<file path="src/rtl/md_sequencer.sv">
// md_sequencer
// Multicycle multiply/divide controller that sits beside the execute-stage
// ALU. One operation runs at a time with a fixed latency: the accepting
// cycle, one PREP cycle, WIDTH CALC cycles and one FIX cycle, followed by a
// DONE cycle in which the new HI/LO values are visible and done pulses.
//
// Ports:
//   CLK    system clock, all state on the rising edge
//   RST    asynchronous active-high reset
//   start  request a new operation (sampled only in IDLE)
//   op     0=MULTU, 1=MULT, 2=DIVU, 3=DIV (latched with start)
//   porta  multiplicand / dividend (latched with start)
//   portb  multiplier / divisor (latched with start)
//   flush  pipeline flush, aborts an operation before DONE
//   busy   execute freeze request (combinational)
//   done   one-cycle pulse, HI/LO updated this cycle
//   hi     product high half / remainder
//   lo     product low half / quotient

module md_sequencer #(
  parameter int WIDTH = 32
) (
  input  logic             CLK,
  input  logic             RST,
  input  logic             start,
  input  logic [1:0]       op,
  input  logic [WIDTH-1:0] porta,
  input  logic [WIDTH-1:0] portb,
  input  logic             flush,
  output logic             busy,
  output logic             done,
  output logic [WIDTH-1:0] hi,
  output logic [WIDTH-1:0] lo
);

  localparam int CW = $clog2(WIDTH) + 1;

  typedef enum logic [2:0] {
    IDLE,
    PREP,
    CALC,
    FIX,
    DONE
  } state_t;

  state_t               state;
  logic [1:0]           op_r;
  logic [WIDTH-1:0]     a_r;
  logic [WIDTH-1:0]     b_r;
  logic [WIDTH-1:0]     m_r;
  logic [2*WIDTH-1:0]   acc;
  logic [CW-1:0]        count;
  logic                 neg_a;
  logic                 neg_b;

  logic                 is_div;
  logic                 is_signed;
  logic [WIDTH-1:0]     mag_a;
  logic [WIDTH-1:0]     mag_b;
  logic [WIDTH:0]       add_sum;
  logic [2*WIDTH-1:0]   mul_next;
  logic [WIDTH:0]       shifted;
  logic [WIDTH+1:0]     trial;
  logic [2*WIDTH-1:0]   div_next;
  logic [2*WIDTH-1:0]   neg_acc;
  logic [WIDTH-1:0]     fix_hi;
  logic [WIDTH-1:0]     fix_lo;

  assign is_div    = op_r[1];
  assign is_signed = op_r[0];

  // Freeze execute in the same cycle a start is accepted; release on DONE.
  assign busy = (state == PREP) || (state == CALC) || (state == FIX) ||
                ((state == IDLE) && start && !flush);

  // Operand magnitudes for the signed ops; the most negative value maps to
  // itself, which is its correct unsigned magnitude.
  always_comb begin
    mag_a = a_r;
    mag_b = b_r;
    if (is_signed && a_r[WIDTH-1]) mag_a = -a_r;
    if (is_signed && b_r[WIDTH-1]) mag_b = -b_r;
  end

  // Shift-add multiply step. The accumulator holds {partial product,
  // remaining multiplier bits}; the carry out of the adder becomes the new
  // top bit after the right shift.
  always_comb begin
    add_sum  = {1'b0, acc[2*WIDTH-1:WIDTH]} + {1'b0, m_r};
    mul_next = {1'b0, acc[2*WIDTH-1:1]};
    if (acc[0]) mul_next = {add_sum, acc[WIDTH-1:1]};
  end

  // Restoring divide step on {rem, quot}. The shifted remainder can need
  // WIDTH+1 bits, so the trial subtraction keeps one extra bit for borrow.
  always_comb begin
    shifted  = acc[2*WIDTH-1:WIDTH-1];
    trial    = {1'b0, shifted} - {2'b00, m_r};
    div_next = {shifted[WIDTH-1:0], acc[WIDTH-2:0], 1'b0};
    if (!trial[WIDTH+1]) div_next = {trial[WIDTH-1:0], acc[WIDTH-2:0], 1'b1};
  end

  // Sign correction of the final result. A zero divisor overrides the
  // iterated result with the fixed all-ones quotient and the raw dividend.
  always_comb begin
    neg_acc = -acc;
    fix_hi  = acc[2*WIDTH-1:WIDTH];
    fix_lo  = acc[WIDTH-1:0];
    if (!is_div) begin
      if (neg_a ^ neg_b) begin
        fix_hi = neg_acc[2*WIDTH-1:WIDTH];
        fix_lo = neg_acc[WIDTH-1:0];
      end
    end else if (b_r == '0) begin
      fix_hi = a_r;
      fix_lo = '1;
    end else begin
      if (neg_a ^ neg_b) fix_lo = -acc[WIDTH-1:0];
      if (neg_a)         fix_hi = -acc[2*WIDTH-1:WIDTH];
    end
  end

  // Sequencer. HI/LO are loaded on the edge into DONE so the new values are
  // visible together with the done pulse; a flush sampled in DONE therefore
  // cannot cancel the update.
  always_ff @(posedge CLK or posedge RST) begin
    if (RST) begin
      state <= IDLE;
      op_r  <= '0;
      a_r   <= '0;
      b_r   <= '0;
      m_r   <= '0;
      acc   <= '0;
      count <= '0;
      neg_a <= 1'b0;
      neg_b <= 1'b0;
      hi    <= '0;
      lo    <= '0;
      done  <= 1'b0;
    end else begin
      done <= 1'b0;
      case (state)
        IDLE: begin
          if (start && !flush) begin
            op_r  <= op;
            a_r   <= porta;
            b_r   <= portb;
            state <= PREP;
          end
        end
        PREP: begin
          if (flush) begin
            state <= IDLE;
          end else begin
            neg_a <= is_signed & a_r[WIDTH-1];
            neg_b <= is_signed & b_r[WIDTH-1];
            count <= CW'(WIDTH);
            if (is_div) begin
              acc <= {{WIDTH{1'b0}}, mag_a};
              m_r <= mag_b;
            end else begin
              acc <= {{WIDTH{1'b0}}, mag_b};
              m_r <= mag_a;
            end
            state <= CALC;
          end
        end
        CALC: begin
          if (flush) begin
            state <= IDLE;
          end else begin
            acc   <= is_div ? div_next : mul_next;
            count <= count - 1'b1;
            if (count == CW'(1)) state <= FIX;
          end
        end
        FIX: begin
          if (flush) begin
            state <= IDLE;
          end else begin
            hi    <= fix_hi;
            lo    <= fix_lo;
            done  <= 1'b1;
            state <= DONE;
          end
        end
        DONE: begin
          state <= IDLE;
        end
        default: begin
          state <= IDLE;
        end
      endcase
    end
  end

endmodule

</file>
<file path="config.mk">
export PLATFORM = sky130hd
export DESIGN_NAME = md_sequencer
export DESIGN_NICKNAME = d
export VERILOG_FILES = /design/src/rtl/md_sequencer.sv
export SDC_FILE = /design/constraint.sdc
export NUM_CORES = 1
export LEC_CHECK = 0
export CELL_PAD_IN_SITES_DETAIL_PLACEMENT = 0
export CELL_PAD_IN_SITES_GLOBAL_PLACEMENT = 2
export CORE_ASPECT_RATIO = 0.9
export CORE_MARGIN = 2
export CORE_UTILIZATION = 39
export CTS_CLUSTER_DIAMETER = 50
export DETAILED_ROUTE_END_ITERATION = 7
export PLACE_DENSITY_LB_ADDON = 0.1
export SYNTH_ARGS = -nofsm -noshare
export SYNTH_HDL_FRONTEND = slang
export SYNTH_SLANG_ARGS = --single-unit
</file>
<file path="constraint.sdc">
create_clock -name CLK -period 24.5 [get_ports CLK]
set_clock_uncertainty 0.2 [all_clocks]
set_input_delay 4.9 -clock CLK [delete_from_list [all_inputs] [get_ports CLK]]
set_output_delay 4.9 -clock CLK [all_outputs]
set_load 0.01 [all_outputs]
</file>
==> results.sh, run 1 <==
export IMPL_fp_dieW_um=229
export IMPL_hold_viol=0
export IMPL_yosysSeqAreaShare=0.334
export IMPL_drive_above_1_share=0.0901
export IMPL_postRouteAntennaNets=0
export IMPL_wl_per_cell_um=23.0
export IMPL_first_pass_iters=5
export IMPL_clock_fmax_mhz=88.2
export IMPL_cts_tree="built"
export IMPL_cpMostUsedCell="clkdlybuf4s50_1"
export IMPL_drt_wl_total_um=65200
export IMPL_crit_fanout=5
export IMPL_async_flop_share=1.00
export IMPL_io_pins=136
export IMPL_yosys_warnings=0
export IMPL_min_period_over_period=0.463
export IMPL_slowest_delay_ps=550
export IMPL_ir_drop_mv=0.0590
export IMPL_synth_cell_types=81
export IMPL_num_vias=16600
export IMPL_cp_slowest_cell="clkdlybuf4s50_1"
export IMPL_grt_max_degree=120
export IMPL_syn_area_per_cell_um2=8.34
export IMPL_synthTopCellsByArea="dfrtp_1 33%, xnor2_1 5.9%, nand2_1 5.3%"
export IMPL_setup_viol=0
export IMPL_drv_cap=0
export IMPL_hold_path_class="flip-flop to flip-flop"
export IMPL_power_w=0.00320
export IMPL_slew_violations=0
export IMPL_setup_tns_ps=0
export IMPL_fin_nets=2333
export IMPL_ys_flop_type="dfrtp_1"
export IMPL_cp_arrival_ps=6240
export IMPL_clk_latency_ps=570
export IMPL_fin_crit_ps=11340
export IMPL_start_util=0.393
export IMPL_cts_path_max_buffers=3
export IMPL_drc=0
export IMPL_synth_seq_cells=238
export IMPL_area_delta_synth_final_pct=17.5
export IMPL_drt_iter0_drc=1311
export IMPL_dp_hpwl_um=48000
export IMPL_antenna_found_initial=6
export IMPL_grt_overflow=0
export IMPL_cp_cell_sequence="clkdlybuf4s50_1 > nand2b_1 > a21oi_1 > clkdlybuf4s50_1"
export IMPL_ctsHtreeMaxLevel=2
export IMPL_grt_usage=0.274
export IMPL_r2r_setup_slack_ps=19460
export IMPL_post_cts_repair_setup_buffers=0
export IMPL_first_global_vias=15800
export IMPL_critPathRequiredTime_ps=19400
export IMPL_portBuffers=135
export IMPL_avgViaCountPerCell=5.86
export IMPL_dieArea_um2=47400
export IMPL_worst_setup_path_end_kind="output port"
export IMPL_cts_resized=0
export IMPL_grt_pass1_wl_um=98900
export IMPL_powerDensity_nw_per_um2=153
export IMPL_tightest_slew_ps=996
export IMPL_p_leak_nw=8.81
export IMPL_ctsRootBufferMaster="clkbuf_16"
export IMPL_n_antenna_cell=0
export IMPL_core_area_um2=45300
export IMPL_holdBufCountCts=0
export IMPL_clk_pin_slew_ps=50
export IMPL_crit_type="primary input to output port"
export IMPL_cp_start_kind="primary input"
export IMPL_yosysTopAreaCellShare=0.334
export IMPL_syn_nets=2277
export IMPL_cts_sinks=238
export IMPL_numCtsBuffers=38
export IMPL_die_h_um=207
export IMPL_gp_congestion=0.874
export IMPL_rows=74
export IMPL_synth_top_area_cell="dfrtp_1"
export IMPL_outcome="completed"
export IMPL_postSynthCellCount=2135
export IMPL_rsz0062_at_grt="no"
export IMPL_maxSlewHeadroom=0.336
export IMPL_synth_edf_count=0
export IMPL_synth_area_um2=17800
-- metal layers --
layer / vias up / track usage / share of wire / wire, um
met5: - / 0 / 0.00020 / 13
met4: 2 / 0.0958 / 0.033 / 2170
met3: 108 / 0.0501 / 0.071 / 4620
met2: 570 / 0.412 / 0.43 / 28000
met1: 8032 / 0.396 / 0.47 / 30400
li1: 7845 / - / - / -
-- sequential cells by signal, indices dropped and copies added (netlist names) --
register	cells
neg_b	1
b_r	32
lo	32
done	1
state	3
op_r	2
hi	32
neg_a	1
acc	64
m_r	32
a_r	32
count	6
-- path summary, 6_finish.rpt --
kind,startpoint,cells after the start,end
setup / recovery,flush,4,busy
hold / removal,hi[6],2,hi[6]
setup reg to reg,acc[31],12,acc[49]
hold reg to reg,hi[6],2,hi[6]
max in group asynchronous,RST,3,op_r[1]
min in group asynchronous,RST,2,lo[1]
-- synth_stat cells, drive strengths merged, types with 6 or more instances --
master  instances
a211oi         22
a21o           33
a21oi         166
a221oi          6
a22o            7
a22oi           9
a31oi          61
and2            6
and3           19
buf            19
clkbuf        127
dfrtp         238
ha             70
inv            71
mux2           72
mux2i          44
nand2         253
nand2b         19
nand3          26
nand4           6
nor2          181
nor2b          11
nor3           40
nor4           22
o211ai         45
o21a           12
o21ai         176
o21bai          6
o221ai         33
o31ai          20
o41ai          14
or2             6
or3            22
or4            10
xnor2         120
xor2           76
-- critical path: cells and delay by family --
kind	cells	cell delay [ps]
buffers and inverters	2	1020
AND/OR/NAND/NOR	1	170
AO/OA/AOI/OAI	1	140
-- layout by cell type (no fill, tap or decap), types with 9 or more instances in the layout --
master / instances
nor2_1: 178
o21a_1: 12
a211oi_1: 22
o41ai_1: 12
o211ai_1: 44
a31oi_1: 61
and3_1: 19
nor3_1: 39
xor2_1: 75
mux2_2: 72
o31ai_1: 20
a21oi_1: 166
mux2i_1: 44
nand2b_1: 17
nor4_1: 18
o21ai_0: 173
xnor2_1: 119
nand2_1: 253
inv_1: 68
a22oi_1: 9
clkdlybuf4s50_1: 135
or3_1: 20
buf_4: 27
nand3_1: 23
o221ai_1: 33
ha_1: 70
clkbuf_16: 41
a21o_1: 33
dfrtp_1: 237
nor2b_1: 11
-- through the flow --
stage,worst slack [ps],hold WS (ps),instances,util,cell area (um^2)
finish,13160,276,2827,0.462,20900
global placement,13130,258,2759,0.434,19600
global route,13030,304,2827,0.462,20900
CTS,13150,282,2827,0.462,20900
floorplan,12870,270,2135,-,17800
detailed placement,13140,269,2759,0.434,19600
-- layout make-up --
| type | count | area [um^2] |
|---|---|---|
| inverters | 72 | 278 |
| flip-flops and latches | 238 | 5960 |
| clock inverters | 18 | 194 |
| multi-input cells | 1679 | 11100 |
| repair buffers | 162 | 1550 |
| clock buffers | 50 | 1110 |
| well taps | 608 | 761 |
| fillers | 4428 | 24300 |
-- power breakdown --
part           switching (W)  internal, W  leakage [nW]
Sequential          0.000266     0.000546          2.96
Combinational        0.00107     0.000764          5.22
Clock               0.000212     0.000345         0.635
-- logic make-up (layout without fill, tap and decap cells) --
group,Yosys count,in the layout,share of synthesized area
buffers and inverters,218,302,0.0468
xor gates and xnor gates,196,196,0.0964
and+or+nand+nor,633,633,0.163
AOI/OAI and AO/OA,660,660,0.235
muxes,118,118,0.0728
adders and majority gates,72,72,0.0514
DFF,238,238,0.334
Power figures use the tool's default switching activity.
==> run 2, diff against run 1 <==
Settings changed: CORE_UTILIZATION 39 to 33.
Clock period 24.5 ns to 9.9 ns, I/O delays scaled along.
==> run 2 against run 1 <==
Net effect:
- flip-flop and latch count stayed put
- non-clock buffer count is 1 higher
- largest power group unchanged
- final cell count is 3.2% higher
- largest cell class unchanged
- setup slack worse by 8800 ps
- count of clock-buffer cells in the layout is 5 lower
==> results.sh, run 2 (synthesis gave the netlist of run 1 again) <==
export IMPL_powerDensity_nw_per_um2=377
export IMPL_area_delta_synth_final_pct=18.2
export IMPL_final_cell_mix="253 x nand2_1, 237 x dfrtp_1, 178 x nor2_1"
export IMPL_fin_nets=2334
export IMPL_use_met1=0.359
export IMPL_hold_path_class="flip-flop to flip-flop"
export IMPL_maxSlewHeadroom=0.243
export IMPL_clk_latency_ps=550
export IMPL_die_h_um=224
export IMPL_cts_resized=0
export IMPL_cp_start_kind="primary input"
export IMPL_io_pins=136
export IMPL_clk_pin_slew_ps=60
export IMPL_ctsHtreeMaxLevel=2
export IMPL_outcome="completed"
export IMPL_grt_max_degree=140
export IMPL_p_leak_nw=8.82
export IMPL_crit_fanout=5
export IMPL_grt_overflow=0
export IMPL_fin_crit_ps=5490
export IMPL_final_common_cell="nand2_1"
export IMPL_drive_above_1_share=0.0906
export IMPL_grt_use_met3=0.0292
export IMPL_slew_violations=0
export IMPL_seqPwrFrac=0.254
export IMPL_clock_fmax_mhz=182
export IMPL_rows=80
export IMPL_switching_share=0.483
export IMPL_first_global_vias=15800
export IMPL_grt_util_met2=0.362
export IMPL_busiest_layer="met2"
export IMPL_n_fill_cell=5435
export IMPL_combPwrFrac=0.572
export IMPL_num_vias=16500
export IMPL_tightest_slew_ps=1120
export IMPL_grt_usage=0.241
export IMPL_setup_tns_ps=0
export IMPL_multi_input_area_um2=11100
export IMPL_numCtsBuffers=38
export IMPL_cts_tree="built"
export IMPL_pwr_share_clk=0.174
export IMPL_largest_reg_flops=64
export IMPL_portBuffers=135
export IMPL_cp_arrival_ps=3310
export IMPL_drt_iter0_drc=1153
export IMPL_avgViaCountPerCell=5.67
export IMPL_holdBufCountCts=0
export IMPL_cts_path_max_buffers=3
export IMPL_postRouteAntennaNets=0
export IMPL_gp_congestion=0.858
export IMPL_crit_type="primary input to output port"
export IMPL_wl_per_cell_um=23.2
export IMPL_start_util=0.335
export IMPL_ir_drop_mv=0.143
export IMPL_ctsRootBufferMaster="clkbuf_16"
export IMPL_first_pass_iters=5
export IMPL_critPathRequiredTime_ps=7720
export IMPL_drv_cap=0
export IMPL_post_cts_repair_setup_buffers=0
export IMPL_grt_pass1_wl_um=102000
export IMPL_switchingPower_w=0.00383
export IMPL_hold_viol=0
export IMPL_rsz0062_at_grt="no"
export IMPL_design_area_um2=21000
export IMPL_regMostFlops="acc"
export IMPL_fp_dieW_um=249
export IMPL_cts_sinks=238
export IMPL_drc=0
export IMPL_p_int_w=0.00410
export IMPL_antenna_found_initial=7
export IMPL_core_area_um2=53200
export IMPL_dpl_cell_area_um2=19800
export IMPL_dp_hpwl_um=50200
export IMPL_drt_wl_total_um=67800
export IMPL_ff_latch_area_um2=5960
export IMPL_setup_viol=0
export IMPL_worst_setup_path_end_kind="output port"
export IMPL_dieArea_um2=55800
export IMPL_min_period_over_period=0.554
-- run 2: per-stage QoR --
| stage | total power (W) | setup WS (ps) | util | cells | hold WS, ps |
|---|---|---|---|---|---|
| 4_1_cts | 0.00794 | 4400 | 0.396 | 2916 | 283 |
| 3_3_place_gp | 0.00650 | 4380 | 0.372 | 2849 | 260 |
| 6_report | 0.00793 | 4410 | 0.396 | 2917 | 277 |
| 5_1_grt | 0.00855 | 4340 | 0.396 | 2916 | 309 |
| 2_1_floorplan | 0.00497 | 1190 | - | 2135 | 270 |
| 3_5_place_dp | 0.00651 | 4400 | 0.372 | 2849 | 271 |
-- run 2: layer usage --
layer,vias to the layer above,wire length [um]
met2,453,28800
met1,8146,34200
met5,-,0
met3,88,3000
met4,0,1820
li1,7858,-
-- run 2: cell type report --
type,count,share of cell area
Clock buffer,45,0.0489
Inverter,72,0.0132
Antenna cell,1,0.000119
Sequential cell,238,0.283
Multi-Input combinational cell,1679,0.526
Timing Repair Buffer,163,0.0748
Tap cell,697,0.0414
Clock inverter,22,0.0121
-- run 2: final timing paths --
kind,cells after the start,slack (ps),end,from
worst min register to register,2,280,hi[10],hi[10]
worst max-delay path,4,4410,busy,flush
worst min-delay path,2,280,hi[10],hi[10]
min in group asynchronous,2,1720,b_r[19],RST
max in group asynchronous,3,6440,acc[62],RST
worst max register to register,10,5120,hi[9],acc[11]
-- run 2: power by group through the flow --
| stage | Clock (W) | Sequential (W) | Combinational (W) |
|---|---|---|---|
| 2_1_floorplan | 0 | 0.00170 | 0.00327 |
| 5_1_grt | 0.00145 | 0.00208 | 0.00502 |
| 3_5_place_dp | 0 | 0.00203 | 0.00448 |
| 6_report | 0.00138 | 0.00201 | 0.00453 |
| 3_3_place_gp | 0 | 0.00202 | 0.00447 |
| 4_1_cts | 0.00141 | 0.00202 | 0.00451 |
-- run 2: critical path, cell delays in order --
cell	delay, ps
clkdlybuf4s50_1	470
nand2b_1	170
a21oi_1	140
clkdlybuf4s50_1	540
==> run 3, diff against run 2 <==
Clock period 9.9 ns to 5 ns, I/O delays scaled along.
==> run 3 against run 2 <==
Net effect:
- largest cell class unchanged
- critical path type is now flip-flop to flip-flop
- first-iteration DRC count increased by 12%
- power increased by 100%
- flip-flop and latch count unchanged
- count of clock-buffer cells in the layout fell by 1
==> results.sh, run 3 (synthesis gave the netlist of run 1 again) <==
export IMPL_power_w=0.0160
export IMPL_combPwrFrac=0.585
export IMPL_first_global_vias=16200
export IMPL_slew_violations=0
export IMPL_die_h_um=224
export IMPL_cpMostUsedCell="o21ai_0"
export IMPL_cp_slowest_cell="dfrtp_1"
export IMPL_p_int_w=0.00819
export IMPL_drv_cap=0
export IMPL_start_util=0.335
export IMPL_dp_cells=2872
export IMPL_final_common_cell="nand2_1"
export IMPL_critPathRequiredTime_ps=5270
export IMPL_crit_type="flip-flop to flip-flop"
export IMPL_crit_buf_inv=1
export IMPL_slowest_delay_ps=630
export IMPL_ir_drop_mv=0.261
export IMPL_antenna_found_initial=3
export IMPL_regMostFlops="acc"
export IMPL_io_pins=136
export IMPL_tightest_slew_ps=1050
export IMPL_grt_overflow=0
export IMPL_first_pass_iters=5
export IMPL_pwr_share_clk=0.175
export IMPL_postRouteAntennaNets=0
export IMPL_portBuffers=135
export IMPL_clock_fmax_mhz=255
export IMPL_switching_share=0.488
export IMPL_avgViaCountPerCell=5.68
export IMPL_fin_crit_ps=3920
export IMPL_setup_viol=0
export IMPL_hold_path_class="flip-flop to flip-flop"
export IMPL_clk_pin_slew_ps=60
export IMPL_final_cell_mix="253 x nand2_1, 237 x dfrtp_1, 178 x nor2_1"
export IMPL_stdcell_count=2944
export IMPL_grt_pass1_wl_um=105000
export IMPL_core_area_um2=53200
export IMPL_dieArea_um2=55800
export IMPL_ff_latch_area_um2=5960
export IMPL_multi_input_area_um2=11100
export IMPL_drive_above_1_share=0.101
export IMPL_numCtsBuffers=39
export IMPL_switchingPower_w=0.00780
export IMPL_n_fill_cell=5462
export IMPL_drc=0
export IMPL_powerDensity_nw_per_um2=751
export IMPL_rows=80
export IMPL_ctsRootBufferMaster="clkbuf_16"
export IMPL_drt_wl_total_um=70000
export IMPL_worst_setup_path_end_kind="flip-flop"
export IMPL_largest_reg_flops=64
export IMPL_cts_tree="built"
export IMPL_maxSlewHeadroom=0.296
export IMPL_area_delta_synth_final_pct=19.5
export IMPL_setup_tns_ps=0
export IMPL_outcome="completed"
export IMPL_holdBufCountCts=0
export IMPL_cts_sinks=238
export IMPL_post_cts_repair_setup_buffers=0
export IMPL_num_vias=16700
export IMPL_clk_latency_ps=580
export IMPL_path_delay_family="compound AO/OA/AOI/OAI gates"
export IMPL_p_leak_nw=8.95
export IMPL_hold_viol=0
export IMPL_dp_hpwl_um=52700
export IMPL_grt_max_degree=112
export IMPL_ctsHtreeMaxLevel=2
export IMPL_cp_arrival_ps=4190
export IMPL_drt_iter0_drc=1293
export IMPL_wl_per_cell_um=23.8
export IMPL_holdWs_ps=273
export IMPL_seqPwrFrac=0.239
export IMPL_crit_fanout=11
export IMPL_min_period_over_period=0.784
export IMPL_cp_cell_sequence="ha_1 > a21o_1 > a211o_1 > o21a_1 > o21ai_0 > o21ai_0 > buf_4 > a221oi_1 > o21ai_0 > xnor2_1 > a211oi_1"
export IMPL_grt_usage=0.249
export IMPL_gp_congestion=0.865
export IMPL_rsz0062_at_grt="no"
export IMPL_fp_dieW_um=249
export IMPL_cp_start_kind="flip-flop"
export IMPL_cts_resized=0
export IMPL_cts_path_max_buffers=3
export IMPL_fin_nets=2358
export IMPL_fin_util=0.401
==> run 3: changes by cell type in the layout (fill, tap and decap cells not counted), moves of 2 or more <==
cell / delta
clkinv_2: -2
buf_12: +3
clkbuf_8: -2
inv_6: -3
inv_8: +2
clkinv_4: +2
clkinv_8: +2
buf_4: +20
clkinvlp_4: +5
==> run 3: final timing paths <==
path,start,to,slack (ps),cells past startpoint
setup / recovery,acc[37],acc[61],1080,11
hold / removal,hi[5],hi[5],270,2
setup reg to reg,acc[37],acc[61],1080,11
hold reg to reg,hi[5],hi[5],270,2
max in group asynchronous,RST,hi[20],2790,3
min in group asynchronous,RST,a_r[0],680,2
==> run 3: through the flow <==
step,cell area [um^2],setup slack [ps]
finish,21300,1080
global route,21300,805
CTS,21300,1140
detailed placement,20000,1160
global placement,20000,1190
floorplan,17800,680
==> run 3: final cells by class <==
class                   count  area share
clock buffers              44      0.0482
repair buffers            186      0.0838
clock inverters            27      0.0142
well taps                 697      0.0410
flip-flops and latches    238       0.280
inverters                  72      0.0129
multi-input cells        1679       0.520
diodes                      1    0.000118
==> run 3: power by group through the flow <==
stage          clock, W  sequential (W)  combinational, W
2_1_floorplan         0         0.00337           0.00647
3_3_place_gp          0         0.00385           0.00926
3_5_place_dp          0         0.00387           0.00924
4_1_cts         0.00286         0.00384           0.00929
5_1_grt         0.00293         0.00395            0.0103
6_report        0.00280         0.00382           0.00936
==> run 3: metal layers <==
metal	vias to the layer above	track usage	routed length, um
li1	7881	-	-
met1	8200	0.363	33700
met2	538	0.368	29500
met3	91	0.0432	4460
met4	0	0.0884	2320
met5	-	0	0
==> run 3: worst min-delay path, stage by stage (launching register included) <==
cell	delay, ps
dfrtp_1	340
nand2_1	50
nand2_1	50
